## config.mk

```make
export PLATFORM = sky130hd
export DESIGN_NAME = neural50_sequencer
export DESIGN_NICKNAME = d
export VERILOG_FILES = /design/src/rtl/neural50_pkg.sv /design/src/rtl/neural50_step_gen.sv /design/src/rtl/neural50_sequencer.sv
export SDC_FILE = /design/constraint.sdc
export NUM_CORES = 1
export LEC_CHECK = 0
export BUFFER_PORTS_ARGS = -buffer_cell sky130_fd_sc_hd__buf_4
export CAP_MARGIN = 20
export CORE_AREA = 4 4 641 643
export CTS_CLUSTER_DIAMETER = 60
export DETAILED_ROUTE_END_ITERATION = 8
export DIE_AREA = 0 0 645 647
export MAX_ROUTING_LAYER = met4
export PLACE_DENSITY_LB_ADDON = 0.1
export SETUP_SLACK_MARGIN = 0.3
export SLEW_MARGIN = 20
export SYNTH_ARGS = -nofsm -noshare
export SYNTH_HDL_FRONTEND = slang
export SYNTH_HIERARCHICAL = 1
export SYNTH_SLANG_ARGS = --single-unit
```

## constraint.sdc

```tcl
create_clock -name clk -period 2.9 [get_ports clk]
set_clock_uncertainty 0.2 [all_clocks]
set_input_delay 0.435 -clock clk [delete_from_list [all_inputs] [get_ports clk]]
set_output_delay 0.435 -clock clk [all_outputs]
set_load 0.005 [all_outputs]
```

## src/rtl/neural50_pkg.sv

```systemverilog
// Shared constants and state encoding for the 50-lane neuron sequencer.
package neural50_pkg;

    localparam int unsigned LANES      = 50;
    localparam int unsigned DW         = 8;
    localparam int unsigned MAX_CHUNKS = 16;
    localparam int unsigned CAW        = 5;
    localparam int unsigned NAW        = 8;
    localparam int unsigned VW         = LANES * DW;

    // 0x10 * bias, sliced [11:4], reproduces the bias byte unchanged.
    localparam logic [DW-1:0] BIAS_ONE = 8'h10;

    typedef enum logic [2:0] {
        StIdle,
        StIssue,
        StDrain,
        StWrite,
        StDone
    } state_e;

endpackage

```

## src/rtl/neural50_step_gen.sv

```systemverilog
// Step/neuron counters and read-address generation for the sequencer.
module neural50_step_gen
    import neural50_pkg::*;
(
    input  logic               clk,
    input  logic               rst,
    input  logic               load,
    input  logic [CAW-1:0]     num_chunks,
    input  logic [NAW-1:0]     num_neurons,
    input  logic               step,
    input  logic               next_neuron,
    output logic [CAW-1:0]     step_idx,
    output logic [NAW-1:0]     neuron_idx,
    output logic [NAW+CAW-1:0] w_addr,
    output logic               first_step,
    output logic               last_step,
    output logic               last_neuron
);

    localparam logic [CAW-1:0] BIAS_IDX = CAW'(MAX_CHUNKS);

    logic [CAW-1:0] nc_q;
    logic [NAW-1:0] nn_q;
    logic [CAW-1:0] s_q;
    logic [NAW-1:0] k_q;

    always_ff @(posedge clk) begin
        if (rst) begin
            nc_q <= '0;
            nn_q <= '0;
            s_q  <= '0;
            k_q  <= '0;
        end else if (load) begin
            nc_q <= num_chunks;
            nn_q <= num_neurons;
            s_q  <= '0;
            k_q  <= '0;
        end else if (next_neuron) begin
            k_q <= k_q + NAW'(1);
            s_q <= '0;
        end else if (step) begin
            s_q <= s_q + CAW'(1);
        end
    end

    always_comb begin
        step_idx    = s_q;
        neuron_idx  = k_q;
        first_step  = (s_q == '0);
        last_step   = (s_q == nc_q);
        last_neuron = ({1'b0, k_q} + 9'd1) == {1'b0, nn_q};
        // The bias word lives at a fixed chunk slot past the data chunks.
        w_addr      = {k_q, (last_step ? BIAS_IDX : s_q)};
    end

endmodule

```

## src/rtl/neural50_sequencer.sv

```systemverilog
// Layer sequencer: streams input/weight chunks and a bias step into the MAC
// neuron for each neuron of a layer, then writes each neuron result out.
module neural50_sequencer
    import neural50_pkg::*;
(
    input  logic               clk,
    input  logic               rst,
    input  logic               start,
    input  logic [CAW-1:0]     num_chunks,
    input  logic [NAW-1:0]     num_neurons,
    output logic               busy,
    output logic               done,
    output logic               in_rd,
    output logic [CAW-1:0]     in_addr,
    input  logic [VW-1:0]      in_chunk,
    output logic               w_rd,
    output logic [NAW+CAW-1:0] w_addr,
    input  logic [VW-1:0]      w_chunk,
    output logic [VW-1:0]      n_input,
    output logic [VW-1:0]      n_weight,
    output logic               n_zero,
    output logic               n_isbias,
    output logic [DW-1:0]      n_last,
    input  logic [DW-1:0]      n_out,
    output logic               res_we,
    output logic [NAW-1:0]     res_addr,
    output logic [DW-1:0]      res_data
);

    state_e state_q, state_d;
    logic   drain_q;
    logic   load, step, next_neuron, issue;

    logic [CAW-1:0]     step_idx;
    logic [NAW-1:0]     neuron_idx;
    logic [NAW+CAW-1:0] gen_w_addr;
    logic               first_step, last_step, last_neuron;

    // Read data returns one cycle after the strobe; these flags follow it.
    logic feed_q, feed_bias_q, feed_first_q;

    neural50_step_gen u_step_gen (
        .clk         (clk),
        .rst         (rst),
        .load        (load),
        .num_chunks  (num_chunks),
        .num_neurons (num_neurons),
        .step        (step),
        .next_neuron (next_neuron),
        .step_idx    (step_idx),
        .neuron_idx  (neuron_idx),
        .w_addr      (gen_w_addr),
        .first_step  (first_step),
        .last_step   (last_step),
        .last_neuron (last_neuron)
    );

    always_ff @(posedge clk) begin
        if (rst) begin
            state_q <= StIdle;
            drain_q <= 1'b0;
        end else begin
            state_q <= state_d;
            drain_q <= (state_q == StDrain) && !drain_q;
        end
    end

    always_comb begin
        state_d     = state_q;
        load        = 1'b0;
        step        = 1'b0;
        next_neuron = 1'b0;
        issue       = 1'b0;
        busy        = 1'b0;
        done        = 1'b0;
        in_rd       = 1'b0;
        w_rd        = 1'b0;
        res_we      = 1'b0;
        case (state_q)
            StIdle: begin
                if (start) begin
                    load    = 1'b1;
                    state_d = (num_neurons == '0) ? StDone : StIssue;
                end
            end
            StIssue: begin
                busy  = 1'b1;
                issue = 1'b1;
                step  = 1'b1;
                w_rd  = 1'b1;
                in_rd = !last_step;
                if (last_step) begin
                    state_d = StDrain;
                end
            end
            StDrain: begin
                busy = 1'b1;
                if (drain_q) begin
                    state_d = StWrite;
                end
            end
            StWrite: begin
                busy        = 1'b1;
                res_we      = 1'b1;
                next_neuron = 1'b1;
                state_d     = last_neuron ? StDone : StIssue;
            end
            StDone: begin
                done    = 1'b1;
                state_d = StIdle;
            end
            default: state_d = StIdle;
        endcase
    end

    always_comb begin
        in_addr  = in_rd ? step_idx : '0;
        w_addr   = w_rd ? gen_w_addr : '0;
        res_addr = res_we ? neuron_idx : '0;
        res_data = res_we ? n_out : '0;
        n_last   = n_out;
    end

    always_ff @(posedge clk) begin
        if (rst) begin
            feed_q       <= 1'b0;
            feed_bias_q  <= 1'b0;
            feed_first_q <= 1'b0;
        end else begin
            feed_q       <= issue;
            feed_bias_q  <= issue && last_step;
            feed_first_q <= issue && first_step;
        end
    end

    // Outside a feed cycle all drive is zero, so the neuron holds its value.
    always_ff @(posedge clk) begin
        if (rst || !feed_q) begin
            n_input  <= '0;
            n_weight <= '0;
            n_zero   <= 1'b0;
            n_isbias <= 1'b0;
        end else begin
            n_input  <= feed_bias_q ? VW'(BIAS_ONE) : in_chunk;
            n_weight <= w_chunk;
            n_zero   <= feed_first_q;
            n_isbias <= feed_bias_q;
        end
    end

endmodule

```

==> flow_metrics.py <==
metrics = {
    "critical_path": {
        "cp-start-kind": "flop",
        "r2r-end": "state_q[0]",
        "r2r_setup_slack_ps": 570,
        "slowest_delay_ps": 330,
        "crit_arrival_ps": 2290,
        "cp_top_family": "simple AND/OR/NAND/NOR gates",
        "crit_chain": "xor2_2 > nor3_2 > nand3_2 > inv_2 > nor4b_4 > buf_6 > and2_4 > buf_6",
        "crit_top_cell": "buf_6",
        "cp.required_ps": 2270,
        "crit_type": "flop to output pin",
        "crit_path_max_fanout": 7,
        "r2r_start": "u_step_gen/neuron_idx[0]",
        "worst-path-buf-inv": 3,
        "r2r_cells": 8,
        "endpoint_kind": "output pin",
        "cp_slowest_cell": "dfxtp_2",
    },
    "place": {
        "hpwl_microns": 214000,
        "port_buffers": 1672,
        "place_congestion": 0.887,
        "dpl_worst_slack_ps": 249,
        "placed_cell_area_sq_mm": 0.0436,
    },
    "clock_network": {
        "cts_sinks": 835,
        "clk_latency_ps": 810,
        "clockRootBuffer": "clkbuf_16",
        "cts_tree": "yes",
        "cts_made_buffers": 178,
        "cts_max_level": 4,
        "clk_pin_slew_ps": 50,
        "clockBufferDepth": 4,
    },
    "timing": {
        "worst_pin_slew_ps": 584,
        "hold_violations": 0,
        "max_freq_ghz": 0.342,
        "finalCritPeriodShare": 1.01,
        "setup_viol": 4,
        "slew-limit-headroom": 0.605,
        "min_period_ps": 2920,
        "maxSlewViolCount": 0,
        "rsz0062_at_grt": "true",
        "setup_ws_ps": -21.5,
    },
    "global_routing": {
        "overflow": 0,
        "antenna_found_initial": 175,
        "grt_max_degree": 74,
        "grt_pass1_wl_microns": 307000,
        "first_global_vias": 27240,
        "track_usage": 0.117,
    },
    "power": {
        "p_total_mw": 41.6,
        "power.leakage_nw": 25.7,
        "peakVddDrop_v": 0.000416,
        "pwr_density_cell_mw_per_mm2": 700,
    },
    "route": {
        "drt-wirelength-per-cell_microns": 24.3,
        "dr_total_vias": 24527,
        "post-route-drc-count": 0,
        "drtAntennaViolNets": 0,
        "drt_iter0_markers": 729,
        "vias_per_cell": 2.39,
        "drt_pass1_iterations": 4,
        "routed_wl_microns": 249000,
    },
    "floorplanning": {
        "row_count": 234,
        "initial_core_util": 0.0601,
        "chipHeight_microns": 647,
        "num_io_pins": 1673,
        "die_w_microns": 645,
        "core_area_sq_mm": 0.405,
        "die-area_sq_mm": 0.417,
    },
    "synth": {
        "async_flop_share": 0,
        "synthesis.area_sq_mm": 0.0243,
        "ys_ff_latch": 835,
        "yosysSeqAreaShare": 0.687,
        "synth.distinct_cells": 49,
        "yosys_warnings": 6,
        "syn_nets": 2761,
        "syn_inst": 1934,
        "synth_ff_type": "dfxtp_1",
        "synth.avg_cell_area_sq_um": 12.6,
        "synth_edf_count": 0,
    },
    "hold_path": {
        "min_to": "n_input[127]",
        "hold_path_class": "primary input to flop",
        "hold_depth": 3,
        "worstHoldStart": "in_chunk[127]",
    },
    "flow_run": {
        "drv_cap": 0,
    },
    "finish": {
        "drive_gt1_frac": 0.492,
        "syn_to_final_growth_pct": 144,
        "post-route-cell-area_sq_mm": 0.0593,
        "nNetsFinal": 5430,
    },
    "status": {
        "outcome": "finished with violations",
        "failed_checks": "setup timing",
    },
}
-- per-stage QoR --
stage | hold WS [ps] | utilization | cells | setup TNS, ps
floorplan | 206 | - | 1934 | 0
global placement | 216 | 0.108 | 8978 | 0
detailed placement | 219 | 0.108 | 8978 | 0
CTS | 0.0208 | 0.146 | 10168 | -1530
global route | 58.4 | 0.146 | 10222 | -1530
finish | 150 | 0.146 | 10251 | -44.7
-- sequential cells by signal (all words and copies together), names as in the netlist --
register	flops
feed_first_q	1
n_isbias	1
state_q	3
n_zero	1
feed_q	1
feed_bias_q	1
u_step_gen/step_idx	5
u_step_gen/neuron_idx	8
u_step_gen/nn_q	8
u_step_gen/nc_q	5
n_weight	400
drain_q	1
n_input	400
-- worst max path at each step --
stage                             startpoint         end  slack [ps]  depth (start not counted)
global route              u_step_gen/nc_q[3]  in_addr[1]        -210                          8
finish                u_step_gen/step_idx[3]  in_addr[1]         -20                          8
detailed placement    u_step_gen/step_idx[4]  in_addr[3]         250                          8
global placement      u_step_gen/step_idx[4]  in_addr[4]          60                          8
floorplan           u_step_gen/neuron_idx[0]  state_q[0]         860                          8
CTS                   u_step_gen/step_idx[3]   w_addr[3]        -190                          7
-- cells in the mapped netlist, types with 3 or more instances --
master | number | area [sq um]
buf_6 | 6 | 67.6
xor2_1 | 13 | 114
dfxtp_1 | 835 | 16700
buf_4 | 18 | 135
inv_1 | 7 | 26.3
xnor2_1 | 13 | 114
nor3_1 | 5 | 25.0
nand3_1 | 4 | 20.0
buf_8 | 20 | 300
and2_1 | 640 | 4000
nand4_1 | 5 | 31.3
buf_2 | 8 | 40.0
or3_1 | 3 | 18.8
and3_1 | 3 | 18.8
ha_1 | 3 | 37.5
mux2i_1 | 15 | 150
nor2_1 | 29 | 109
clkbuf_2 | 40 | 200
clkbuf_1 | 23 | 86.3
and2_4 | 201 | 1760
nand2_1 | 7 | 26.3
-- cell type report --
type | count | area (sq um)
antenna | 79 | 198
clock buffer | 235 | 5090
clock inverter | 86 | 1300
fill | 46039 | 346000
inverter | 7 | 30.0
multi-input combinational | 975 | 6890
sequential | 835 | 16700
tap | 5428 | 6790
timing repair buffer | 2606 | 22300
-- routing by layer --
layer	share of wire	vias up	routed length (microns)	track usage
li1	-	11431	-	-
met1	0.42	11567	104000	0.139
met2	0.48	1184	120000	0.195
met3	0.078	345	19500	0.0366
met4	0.023	0	5790	0.0234
met5	0	-	0	-
-- layout by cell type (no fill, tap or decap), drive strengths merged, types with 3 or more instances in the layout --
cell type / count
buf: 1758
dlygate4sd3: 847
and2: 841
dfxtp: 835
clkbuf: 236
diode: 79
nor2: 31
clkinv: 29
bufinv: 28
inv: 20
clkinvlp: 16
mux2i: 15
xnor2: 13
xor2: 13
nand2: 7
nor3: 6
nand3: 6
nand4: 5
and3: 3
or3: 3
nor4: 3
ha: 3
-- repair_timing --
item | in CTS | in global routing
setup endpoints to repair | 40 | 38
endpoints found under the hold margin | 825 | 0
cloned | 2 | 1
pin swaps | 15 | 7
resized for setup | 82 | 33
setup buffers | 20 | 3
hold buffers | 847 | 0
-- worst reg2reg max path, cell delays in order, from the launching register on --
cell and delay (ps):
dfxtp_2 400, ha_2 300, nand3_1 170, xnor2_1 220, nand4_1 160, nor4_4 300, nand2_1 110, a32oi_1 210
a22oi_1 100
-- power breakdown --
part / internal, mW / switching [mW]
Sequential: 12.3 / 0.465
Combinational: 3.49 / 2.90
Clock: 14.8 / 7.64
-- cells by family after synthesis --
kind of cell	count (synthesis)	share of synthesized area
xor gates and xnor gates	26	0.00935
DFF	835	0.687
and+or+nand+nor	914	0.254
AOI/OAI and AO/OA	15	0.00442
buffers and inverters	124	0.0368
muxes	17	0.00709
adders and majority gates	3	0.00154
(Power assumes the default switching activity.)
